==> src/rtl/prng_sequencer.sv <==
// ---------------------------------------------------------------------------
// prng_sequencer
//
// Control block for a two-LFSR random byte generator. A prescaler produces a
// step tick every DIV cycles while running; each tick steps the 16-bit data
// LFSR, and every SEL_DIV-th tick also steps the 8-bit select LFSR. The block
// loads seeds into the data LFSR and recovers it from the XNOR lock-up state
// (all ones). The byte that appears on the external mux after each data-LFSR
// update is captured and handed out once to one of two requesters, using
// round-robin arbitration.
//
// Ports
//   CLK          clock, single domain
//   rst          asynchronous active-low reset
//   EN           run enable; low returns the block to IDLE
//   seed_req     request to load seed_data into the data LFSR
//   seed_data    seed value
//   lfsr16_state current data-LFSR value (lock-up detection)
//   mux_byte     16-to-8 mux output, captured after each LFSR update
//   req0, req1   byte requests, level-held until granted
//   step16       data-LFSR clock enable pulse
//   step8        select-LFSR clock enable pulse
//   load16       data-LFSR parallel-load pulse
//   load_val     value to load (0 when load16 is low)
//   tick         prescaler pulse, every DIV cycles in RUN
//   gnt0, gnt1   one-cycle grant pulses
//   rnd_valid    rnd_byte valid, coincident with a grant
//   rnd_byte     delivered byte (0 when rnd_valid is low)
//   busy         high in RUN and SEED
// ---------------------------------------------------------------------------
module prng_sequencer #(
  parameter int unsigned DIV       = 50000000,
  parameter int unsigned SEL_DIV   = 4,
  parameter logic [15:0] SEED_SAFE = 16'h0000
) (
  input  logic        CLK,
  input  logic        rst,
  input  logic        EN,
  input  logic        seed_req,
  input  logic [15:0] seed_data,
  input  logic [15:0] lfsr16_state,
  input  logic [7:0]  mux_byte,
  input  logic        req0,
  input  logic        req1,
  output logic        step16,
  output logic        step8,
  output logic        load16,
  output logic [15:0] load_val,
  output logic        tick,
  output logic        gnt0,
  output logic        gnt1,
  output logic        rnd_valid,
  output logic [7:0]  rnd_byte,
  output logic        busy
);

  localparam int PW = (DIV > 1) ? $clog2(DIV) : 1;
  localparam int SW = (SEL_DIV > 1) ? $clog2(SEL_DIV) : 1;
  localparam logic [PW-1:0] PRE_MAX = PW'(DIV - 1);
  localparam logic [SW-1:0] SEL_MAX = SW'(SEL_DIV - 1);

  typedef enum logic [1:0] {IDLE, RUN, SEED} state_t;

  state_t          state_q, state_d;
  logic [PW-1:0]   pre_q;
  logic [SW-1:0]   sel_q;
  logic            cap_pend_q;  // an LFSR update happened last cycle
  logic            avail_q;     // byte_q holds an undelivered byte
  logic [7:0]      byte_q;
  logic            last_q;      // 1: req1 was granted last, 0: req0
  logic            pick1;

  // On a tie, serve the requester that was not served last.
  assign pick1 = req1 & (~req0 | ~last_q);

  always_ff @(posedge CLK or negedge rst) begin
    if (!rst) state_q <= IDLE;
    else      state_q <= state_d;
  end

  // Next state and all outputs. Outputs depend only on the current state
  // (plus inputs), so forcing IDLE under reset forces every output to 0.
  always_comb begin
    // NOTE: every output gets a default before the case, so no path through
    // this block leaves a signal unassigned and no latch is inferred.
    state_d   = state_q;
    tick      = 1'b0;
    step16    = 1'b0;
    step8     = 1'b0;
    load16    = 1'b0;
    load_val  = 16'h0000;
    gnt0      = 1'b0;
    gnt1      = 1'b0;
    rnd_valid = 1'b0;
    rnd_byte  = 8'h00;
    busy      = 1'b0;

    unique case (state_q)
      IDLE: state_d = RUN;
      RUN: begin
        busy = 1'b1;
        if (seed_req) state_d = SEED;
        tick  = (pre_q == PRE_MAX);
        step8 = tick && (sel_q == SEL_MAX);
        // Lock-up recovery yields to a pending seed load, which happens in
        // SEED on the next cycle anyway.
        if (lfsr16_state == 16'hFFFF && !seed_req) begin
          load16   = 1'b1;
          load_val = SEED_SAFE;
        end
        // A load already rewrites the LFSR, so the step is dropped.
        step16 = tick && !load16;
        if (avail_q && (req0 || req1)) begin
          rnd_valid = 1'b1;
          rnd_byte  = byte_q;
          gnt1      = pick1;
          gnt0      = !pick1;
        end
      end
      SEED: begin
        busy     = 1'b1;
        state_d  = RUN;
        load16   = 1'b1;
        load_val = (seed_data == 16'hFFFF) ? SEED_SAFE : seed_data;
      end
      default: state_d = IDLE;
    endcase

    if (!EN) state_d = IDLE;
  end

  // NOTE: sequential state uses non-blocking assignments only, so every
  // register samples the pre-edge values of the others.
  always_ff @(posedge CLK or negedge rst) begin
    if (!rst) begin
      pre_q      <= '0;
      sel_q      <= '0;
      cap_pend_q <= 1'b0;
      avail_q    <= 1'b0;
      byte_q     <= 8'h00;
      last_q     <= 1'b1;
    end else begin
      // The pointer survives EN=0 so fairness carries across pauses.
      if (rnd_valid) last_q <= gnt1;

      if (!EN || state_q != RUN) begin
        pre_q <= '0;
        sel_q <= '0;
      end else if (tick) begin
        pre_q <= '0;
        sel_q <= (sel_q == SEL_MAX) ? '0 : sel_q + SW'(1);
      end else begin
        pre_q <= pre_q + PW'(1);
      end

      if (!EN) begin
        cap_pend_q <= 1'b0;
        avail_q    <= 1'b0;
      end else begin
        cap_pend_q <= step16 | load16;
        // A capture in the same cycle as a grant wins: the grant takes the
        // old byte and the new one stays available.
        if (cap_pend_q) begin
          byte_q  <= mux_byte;
          avail_q <= 1'b1;
        end else if (rnd_valid) begin
          avail_q <= 1'b0;
        end
      end
    end
  end

endmodule
==> config.mk <==
export PLATFORM = sky130hd
export DESIGN_NAME = prng_sequencer
export DESIGN_NICKNAME = d
export VERILOG_FILES = /design/src/rtl/prng_sequencer.sv
export SDC_FILE = /design/constraint.sdc
export NUM_CORES = 1
export LEC_CHECK = 0
export ABC_AREA = 1
export CELL_PAD_IN_SITES_DETAIL_PLACEMENT = 0
export CELL_PAD_IN_SITES_GLOBAL_PLACEMENT = 2
export CORE_UTILIZATION = 27
export DETAILED_ROUTE_END_ITERATION = 10
export GPL_ROUTABILITY_DRIVEN = 0
export HOLD_SLACK_MARGIN = 0.08
export PLACE_DENSITY_LB_ADDON = 0.15
export RECOVER_POWER = 25
export SLEW_MARGIN = 5
export SYNTH_ARGS = -nofsm -noshare
export SYNTH_HDL_FRONTEND = slang
export SYNTH_SLANG_ARGS = --single-unit
==> constraint.sdc <==
create_clock -name CLK -period 4.4 [get_ports CLK]
set_input_delay 0.44 -clock CLK [delete_from_list [all_inputs] [get_ports CLK]]
set_output_delay 0.44 -clock CLK [all_outputs]
set_load 0.05 [all_outputs]
# Yosys cells after proc, flatten, opt, wreduce, memory -nomap -nowiden
# Index checks and enable logic that the tools add are counted.
[op_classes] bitwise_logic=5 addsub=2 n_mux=29 n_reduce_logical=15 eq_ne=9
[ops] op="2-to-1 mux 26 bit" n=2
[ops] op="equality test 16 bit (second input constant)" n=2
[ops] op="2-to-1 mux 16 bit" n=2
[ops] op="adder 26 x 1 -> 26 bit (second input constant)" n=1
[ops] op="equality test 26 bit (second input constant)" n=1
[ops] op="2-to-1 mux 1 bit" n=16
[ops] op="2-to-1 mux 8 bit" n=2
[ops] op="2-to-1 mux 2 bit" n=5
[ops] op="equality test 2 bit (second input constant)" n=2
[ops] op="logical AND 1 bit" n=4
[ops] op="logical NOT 1 bit" n=4
[ops] op="case mux 2 bit (2 select lines)" n=1
[ops] op="OR reduction 2 bit" n=2
[ops] op="inequality test 3 x 1 -> 1 bit (second input constant)" n=1
[ops] op="inequality test 3 bit (second input constant)" n=1
[ops] op="adder 2 x 1 -> 2 bit (second input constant)" n=1
[ops] op="equality test 2 x 1 -> 1 bit (second input constant)" n=1
[ops] op="logical NOT 2 bit" n=1
[ops] op="logical OR 1 bit" n=2
[ops] op="inequality test 2 x 1 -> 1 bit (second input constant)" n=1
[ops] op="inverter 1 bit" n=2
[ops] op="OR 1 bit" n=2
[ops] op="case mux 1 bit (2 select lines)" n=1
[ops] op="AND reduction 2 bit" n=1
[ops] op="other kinds (2)" n=2
[word_totals] ff_bits=41 inputBits=46 out_inout_bits=32

# Depth between registers and ports, before layout
# Gate-level depths: netlist of the first run.
[depth] depth_word=9 depth_mapped=10 ltp_nobuf=10

# Least setup slack after synthesis of the first run
# Ideal clock, no wire load.
[synth_path] kind="flip-flop to output port" startpoint="register pre_q[0]" endpoint="output port step8" t_arrival_ns=1.886 path_stages_with_launch=9 required_ns=3.960 setup_slack_ns=2.074 path_cell_list="dfrtp_1 -> ha_1 -> nand2_2 -> nor2_4 -> nand2_4 -> nor2_4 -> nand2_2 -> nor2_4 -> and2_1"
[synth_via] elab_chain_len=3
[synth_lines] item="start, declared" line_no="65" source="logic [PW-1:0] pre_q;"
[synth_lines] item="start signal, assigned" line_no="153" source="pre_q <= pre_q + PW'(1);"
[synth_lines] item="equality test 26 bit" line_no="103" source="tick = (pre_q == PRE_MAX);"
[synth_lines] item="logical AND 1 bit" line_no="104" source="step8 = tick && (sel_q == SEL_MAX);"
[synth_lines] item="2-to-1 mux 1 bit" line_no="98" source="unique case (state_q)"
[synth_lines] item="end, declared" line_no="46" source="output logic step8,"
# No other way between the ends.

# Worst setup path in the final report of the first run
[layout_path] startpoint="input port seed_data[6]" endpoint="output port load_val[11]"
[layout_via] elab_chain_len=3
[layout_lines] item="start, declared" line_no="40" source="input logic [15:0] seed_data,"
[layout_lines] item="equality test 16 bit" line_no="124" source="load_val = (seed_data == 16'hFFFF) ? SEED_SAFE : seed_data;"
[layout_lines] item="2-to-1 mux 16 bit" line_no="124"
[layout_lines] item="2-to-1 mux 16 bit"
[layout_lines] item="end, declared" line_no="48" source="output logic [15:0] load_val,"
# No other way between the ends.

==> impl_results.rst, run 1 <==
.. list-table::
   :header-rows: 1

   * - Metric
     - Value
   * - Endpoint kind of the worst setup timing path
     - output pin
   * - Number of DRC violations after detailed routing
     - 1
   * - Synthesis-stage register bit count
     - 41
   * - Hold violation count in the final report
     - 0
   * - Area of the die
     - 9700 um^2
   * - Arithmetic-cell share of the synthesized area counting full adders, half adders and majority gates
     - 2.99%
   * - Sink count of the clock tree
     - 41
   * - Family of cells with the greatest summed delay on the critical path
     - buffers and inverters
   * - Cell types with the largest area share after synthesis
     - dfrtp_1 40%, nor2_1 13%, nand2_1 9.1%, inv_1 8.1%, ha_1 3.0%
   * - CP dominant cell by count
     - clkdlybuf4s50_1
   * - Cell area after technology mapping
     - 2510 um^2
   * - Kind of start point of the critical path
     - primary input
   * - Core outline area
     - 8850 um^2
   * - Clock tree from TritonCTS
     - done
   * - Setup clock skew after layout
     - 9.40 ps
   * - Internal power of the cells
     - 0.649 mW
   * - Proportion of synthesized flip-flops having asynchronous set or reset
     - 100%
   * - Hold buffers post-CTS
     - 0
   * - Share of the cycle needed by the critical path after routing
     - 70.2%
   * - Switching power summed over all nets
     - 0.238 mW
   * - Power Dens Cells
     - 252 nW/um^2
   * - Slew HR
     - -52.3%
   * - Number of DRC markers after the initial detailed-route iteration
     - 84
   * - Compound-gate portion of the synthesized area
     - 4.78%
   * - Combinational group share of total power
     - 17.8%
   * - Buffer and inverter count on the worst path
     - 3
   * - List of most frequent post-synthesis cells
     - 87 x nor2_1, 61 x nand2_1, 54 x inv_1
   * - Portion of synthesized cell area occupied by the leading cell type
     - 39.8%
   * - Rows
     - 34
   * - N_diodes
     - 0
   * - Final Cell Area
     - 3520 um^2
   * - Largest family of logic cells by synthesized area
     - simple AND/OR/NAND/NOR gates
   * - Initial antenna violation count
     - 0
   * - Post-synth EDFFs
     - 0
   * - Overall fraction of global-route tracks in use
     - 13.3%
   * - Detailed-route vias per instance
     - 4.33
   * - Die Span X
     - 98.5 um
   * - Critical R2R Capture
     - pre_q[15]
   * - Violated checks
     - design-rule violations, max-capacitance violations, max-slew violations
   * - Top-count cell post-synth
     - nor2_1
   * - Critical Path AT
     - 2650 ps
   * - WS Path Type
     - primary input to output pin
   * - Worst setup path startpoint
     - seed_data[6]
   * - Top-level port count
     - 78
   * - Drt total wl
     - 6210 um
   * - Largest incremental delay on the critical path
     - 740 ps
   * - Port Buf Inserts
     - 77
   * - Initial core utilization
     - 28.4%
   * - CP max FO
     - 16
   * - Top FF cell, synth
     - dfrtp_1
   * - Slowest cell on crit path
     - clkdlybuf4s50_1
   * - Count of pins over their slew limit
     - 42
   * - Avg WL per Cell
     - 11.6 um
   * - Number of setup buffers added after CTS
     - 0
   * - P_leak
     - 1.58 nW
   * - Synthesized area per cell
     - 7.29 um^2
   * - Count of synthesis-stage warnings from yosys
     - 0
   * - Sequential share of power
     - 45.6%
   * - Upper clock frequency limit
     - 0.324 GHz
   * - Multiplexer area fraction after synthesis
     - 0%
   * - Area growth syn-to-layout
     - 39.9%
   * - Sum of negative setup slack
     - 0 ps
   * - Cells after Synth
     - 345
   * - Fraction of the mapped netlist area in simple logic gates
     - 38.1%
   * - Cell chosen for the clock root
     - clkbuf_8
   * - Number of buffers on the longest clock path
     - 2
   * - Chip Height
     - 98.5 um
   * - Setup violators final
     - 0
   * - FF-to-FF setup slack
     - 2480 ps
   * - Status
     - finished with violations
   * - Worst-Margin Slew
     - 2280 ps
   * - Levels on crit path
     - 7
   * - Htree depth
     - 2
   * - Reg2Reg Depth
     - 6
   * - Net switching fraction of the power
     - 26.8%
   * - End point of the critical path
     - load_val[11]
   * - Share of synthesized area occupied by flip-flops and latches
     - 40.9%
   * - Total grt overflow
     - 0
   * - Number of nets still failing antenna checks after routing
     - 0
   * - Critical Path RT
     - 3960 ps
   * - Min Tclk post-route
     - 3090 ps
   * - Proportion of layout cells with a drive suffix above 1
     - 7.75%
   * - Worst r2r src
     - state_q[1]
   * - Largest net degree at the start of global routing
     - 42
   * - Setup repair after global routing missed its margin
     - no
   * - Final-stage net count
     - 477
   * - Placed Instance Area
     - 3400 um^2
   * - Cell variety after synth
     - 30
   * - Min-Delay Path Class
     - flop to flop
   * - Clock network fraction of total power
     - 36.5%
   * - Half-perimeter wire length after placement
     - 4820 um
   * - Area leader, netlist
     - dfrtp_1
   * - Vias in the first global route
     - 2195
   * - Post-cts resize count
     - 0
   * - Number of iterations in the first detailed-routing pass
     - 9
   * - Post-Synthesis Net Count
     - 397
   * - Count of maximum capacitance violations
     - 1
   * - Clock latency reported for the late side of the worst-skew pair
     - 290 ps
   * - Clock Pin Slew Worst Setup and Hold Paths
     - 80 ps
   * - Cell Chain, Critical Path
     - clkdlybuf4s50_1 > inv_1 > nor3_1 > nand2_1 > o31ai_4 > nor2_1 > clkdlybuf4s50_1
   * - Synthesized-area fraction occupied by xor and xnor cells
     - 4.18%
   * - Maximum VDD drop
     - 0.000105 V
   * - First-pass GRT wire length
     - 10400 um
   * - CTS Buf Count
     - 5
   * - Total number of vias
     - 2313
==> flip-flops by register name (all words and copies together) (netlist names) <==
| name | count |
|---|---|
| avail_q | 1 |
| last_q | 1 |
| sel_q | 2 |
| pre_q | 26 |
| cap_pend_q | 1 |
| byte_q | 8 |
| state_q | 2 |
==> kinds of logic (layout without fill, tap and decap cells) <==
logic type | after synthesis | in the layout
compound gates | 19 | 19
xor+xnor | 12 | 12
fa+ha+maj | 6 | 6
buf+inv | 59 | 140
flops | 41 | 41
simple gates | 208 | 208
==> layer usage <==
metal	track usage (%)	routed length (um)	vias to the layer above
li1	-	-	1221
met1	17.7	2970	1037
met2	22.3	2900	50
met3	2.98	298	5
met4	2.76	38	0
met5	0	0	-
==> layout make-up <==
type	count	area, um^2
fillers	931	5330
multi-input cells	245	1260
flip-flops and latches	41	1030
repair buffers	77	764
inverters	55	211
well taps	108	135
clock buffers	6	82.6
clock inverters	2	37.5
==> stage by stage <==
stage	total power, mW	utilization (%)	hold slack [ps]	setup slack (ps)	instances
after global placement	0.574	38.4	438	1320	526
after CTS	0.906	39.8	334	1280	534
after global routing	0.934	39.7	483	1120	534
final	0.887	39.7	451	1310	534
after floorplan	0.495	-	144	2070	345
after detailed placement	0.575	38.4	444	1310	526
==> worst min-delay path by stage <==
stage / start / end / slack, ps / cells after the start
final: cap_pend_q / avail_q / 450 / 1
after detailed placement: cap_pend_q / avail_q / 440 / 1
after global placement: cap_pend_q / avail_q / 440 / 1
after floorplan: rst / avail_q / 140 / 0
after global routing: cap_pend_q / avail_q / 480 / 1
after CTS: rst / pre_q[6] / 330 / 1
==> worst reg2reg max path, stage by stage, from the launching register on <==
cell	delay (ps)
dfrtp_1	400
inv_1	100
ha_1	250
nand2_1	380
nor2_4	430
clkinv_4	170
nor2_1	130
==> cells in the final DEF, fill, tap and decap left out, types with 6 or more instances in the layout <==
cell type / n
xor2_1: 6
nand2_1: 61
a21oi_1: 13
xnor2_1: 6
inv_1: 54
clkdlybuf4s50_1: 76
nand4_1: 9
nand3_1: 11
nand2_2: 8
clkbuf_8: 6
nor2_4: 6
dfrtp_1: 40
ha_1: 6
nor2_1: 87
nor3_1: 15
==> power by group through the flow <==
stage | sequential (mW) | clock [mW] | combinational [mW]
floorplan | 0.411 | 0 | 0.0840
global placement | 0.412 | 0 | 0.162
detailed placement | 0.413 | 0 | 0.162
CTS | 0.405 | 0.338 | 0.163
global route | 0.408 | 0.350 | 0.176
finish | 0.405 | 0.324 | 0.158
(Power assumes the default switching activity.)
==> inputs of run 2 (changes only) <==
- CORE_UTILIZATION: 27 -> 25
- clock period: 4.4 -> 3.2 ns (I/O delays scaled with it)
==> impl_results.rst, run 2 (synthesized netlist as in run 1, its figures left out) <==
.. list-table::
   :header-rows: 1

   * - Metric
     - Value
   * - Status
     - finished with violations
   * - Violated checks
     - max-capacitance violations, max-slew violations
   * - Final-stage net count
     - 477 (unchanged)
   * - Critical R2R Capture
     - pre_q[7]
   * - Clock latency reported for the late side of the worst-skew pair
     - 290 ps (about the same)
   * - Critical Path RT
     - 2880 ps (-1080 ps)
   * - Avg WL per Cell
     - 11.7 um (+0.46%)
   * - CP max FO
     - 4 (-12)
   * - FF-to-FF setup slack
     - 1300 ps (-1180 ps)
   * - N_diodes
     - 0 (unchanged)
   * - Core outline area
     - 9770 um^2 (+10%)
   * - Worst r2r src
     - state_q[1]
   * - Die Span X
     - 102 um (+3.8%)
   * - Setup repair after global routing missed its margin
     - no
   * - Largest incremental delay on the critical path
     - 800 ps (+60 ps)
   * - Top-level port count
     - 78 (unchanged)
   * - Critical Path AT
     - 2630 ps (-20 ps)
   * - Cell Chain, Critical Path
     - ha_1 > nand2_2 > nor2_4 > nand2_4 > nor2_4 > nand2_2 > nor2_4 > nand2_2 > inv_1 > clkdlybuf4s50_1
   * - Number of iterations in the first detailed-routing pass
     - 4 (-5)
   * - Worst-Margin Slew
     - 2260 ps (-22.1 ps)
   * - End point of the critical path
     - step16
   * - Port Buf Inserts
     - 77 (unchanged)
   * - Number of DRC violations after detailed routing
     - 0 (-1)
   * - Met3 Track Usage GR
     - 3.90% (+0.92 points)
   * - Hold violation count in the final report
     - 0 (unchanged)
   * - Clock Pin Slew Worst Setup and Hold Paths
     - 80 ps (about the same)
   * - Buffer and inverter count on the worst path
     - 2 (-1)
   * - Total grt overflow
     - 0 (unchanged)
   * - Share of the cycle needed by the critical path after routing
     - 92.2%
   * - Half-perimeter wire length after placement
     - 5160 um (+7.1%)
   * - GR met1 Demand/Resource
     - 17.3% (-0.44 points)
   * - First-pass GRT wire length
     - 10900 um (+4.4%)
   * - Number of buffers on the longest clock path
     - 2 (unchanged)
   * - Initial antenna violation count
     - 0 (unchanged)
   * - Total power consumption of the routed design
     - 1.21 mW (+36%)
   * - Number of nets still failing antenna checks after routing
     - 0 (unchanged)
   * - Slowest cell on crit path
     - clkdlybuf4s50_1
   * - Register ranked first by flip-flop count
     - pre_q
   * - Cell chosen for the clock root
     - clkbuf_8
   * - Levels on crit path
     - 10 (+3)
   * - Sink count of the clock tree
     - 41 (unchanged)
   * - Initial core utilization
     - 25.7% (-2.7 points)
   * - Drt total wl
     - 6530 um (+5.2%)
   * - Commonest cells after routing, fill and taps aside
     - 87 x nor2_1, 76 x clkdlybuf4s50_1, 61 x nand2_1
   * - Sum of negative setup slack
     - 0 ps (unchanged)
   * - Grt peak-use layer
     - met2
   * - Clock tree from TritonCTS
     - done
   * - Hold buffers post-CTS
     - 0 (unchanged)
   * - Chip Height
     - 102 um (+3.8%)
   * - Overall fraction of global-route tracks in use
     - 13.4% (+0.12 points)
   * - Area growth syn-to-layout
     - 41.0%
   * - Count of maximum capacitance violations
     - 1 (unchanged)
   * - Power Dens Cells
     - 341 nW/um^2 (+35%)
   * - Family of cells with the greatest summed delay on the critical path
     - buffers and inverters
   * - Detailed-route vias per instance
     - 4.17 (-3.6%)
   * - Count of pins over their slew limit
     - 42 (unchanged)
   * - Upper clock frequency limit
     - 0.339 GHz
   * - Min-Delay Path Class
     - flop to flop
   * - CTS Buf Count
     - 5 (unchanged)
   * - Largest registers in the final layout
     - pre_q (26), byte_q (8)
   * - Total number of vias
     - 2333 (+0.86%)
   * - Reg2Reg Depth
     - 6 (unchanged)
   * - Htree depth
     - 2 (unchanged)
   * - Number of setup buffers added after CTS
     - 0 (unchanged)
   * - Maximum VDD drop
     - 0.000172 V (+64%)
   * - Setup clock skew after layout
     - 14.2 ps (+4.79 ps)
   * - Endpoint kind of the worst setup timing path
     - output pin
   * - Number of DRC markers after the initial detailed-route iteration
     - 58 (-31%)
   * - WS Path Type
     - flop to output pin
   * - Kind of start point of the critical path
     - flop
   * - Proportion of layout cells with a drive suffix above 1
     - 7.51% (-0.23 points)
   * - Grt met2 use
     - 22.0% (-0.27 points)
   * - Min Tclk post-route
     - 2950 ps
   * - Area of the die
     - 10500 um^2 (+7.8%)
   * - Vias in the first global route
     - 2305 (+5.0%)
   * - Slew HR
     - -50.8% (+1.5 points)
   * - P_leak
     - 1.59 nW (about the same)
   * - Worst setup path startpoint
     - pre_q[0]
   * - Largest register FFs
     - 26 (unchanged)
   * - Largest net degree at the start of global routing
     - 42 (unchanged)
   * - Post-Route Utilization
     - 36.3% (-3.5 points)
   * - Post-cts resize count
     - 0 (unchanged)
   * - Most frequent standard cell in the layout excluding fill and tap cells
     - nor2_1
   * - Rows
     - 36 (+5.9%)
   * - Setup violators final
     - 0 (unchanged)
## run 2: changes by cell type in the layout (fill, tap and decap cells not counted)
cell / before / now
clkbuf_1: 1 / 2
clkinvlp_4: 1 / 0
## run 2: worst min path at each step
stage	start	to	slack, ps	cells past startpoint
after floorplan	rst	avail_q	20	0
after global placement	cap_pend_q	avail_q	440	1
after detailed placement	cap_pend_q	avail_q	450	1
after CTS	rst	pre_q[12]	210	1
after global routing	cap_pend_q	avail_q	480	1
final	cap_pend_q	avail_q	450	1
## run 2: through the flow
| stage | std cells | hold slack, ps | setup slack [ps] | area [um^2] |
|---|---|---|---|---|
| global placement | 551 | 439 | 361 | 3430 |
| detailed placement | 551 | 446 | 372 | 3430 |
| CTS | 559 | 208 | 213 | 3550 |
| finish | 559 | 450 | 251 | 3540 |
| floorplan | 345 | 24.4 | 994 | 2510 |
| global route | 559 | 479 | 81.3 | 3540 |
## run 2: final cells by class
class,instances,area [um^2]
Clock buffer,7,86.3
Clock inverter,1,30.0
Fill cell,1074,6230
Inverter,55,211
Multi-Input combinational cell,245,1260
Sequential cell,41,1030
Tap cell,133,166
Timing Repair Buffer,77,764
## run 2: power by group
| part | leakage, nW | internal, mW | switching, mW |
|---|---|---|---|
| clock network | 0.0585 | 0.255 | 0.180 |
| logic | 0.998 | 0.0930 | 0.125 |
| registers | 0.530 | 0.546 | 0.0106 |
| total | 1.59 | 0.894 | 0.316 |
## run 2: per-layer routing
layer,vias to the layer above,share of wire (%)
met2,59,45
met4,0,1.0
li1,1223,-
met1,1044,47
met3,7,6.6
met5,-,0
## run 2: worst reg2reg max path, cell delays in order (launching register included)
cell and delay (ps):
dfrtp_1 400, inv_1 110, ha_1 260, nand2_1 370
nor2_4 410, clkinv_4 180, nor2_1 120
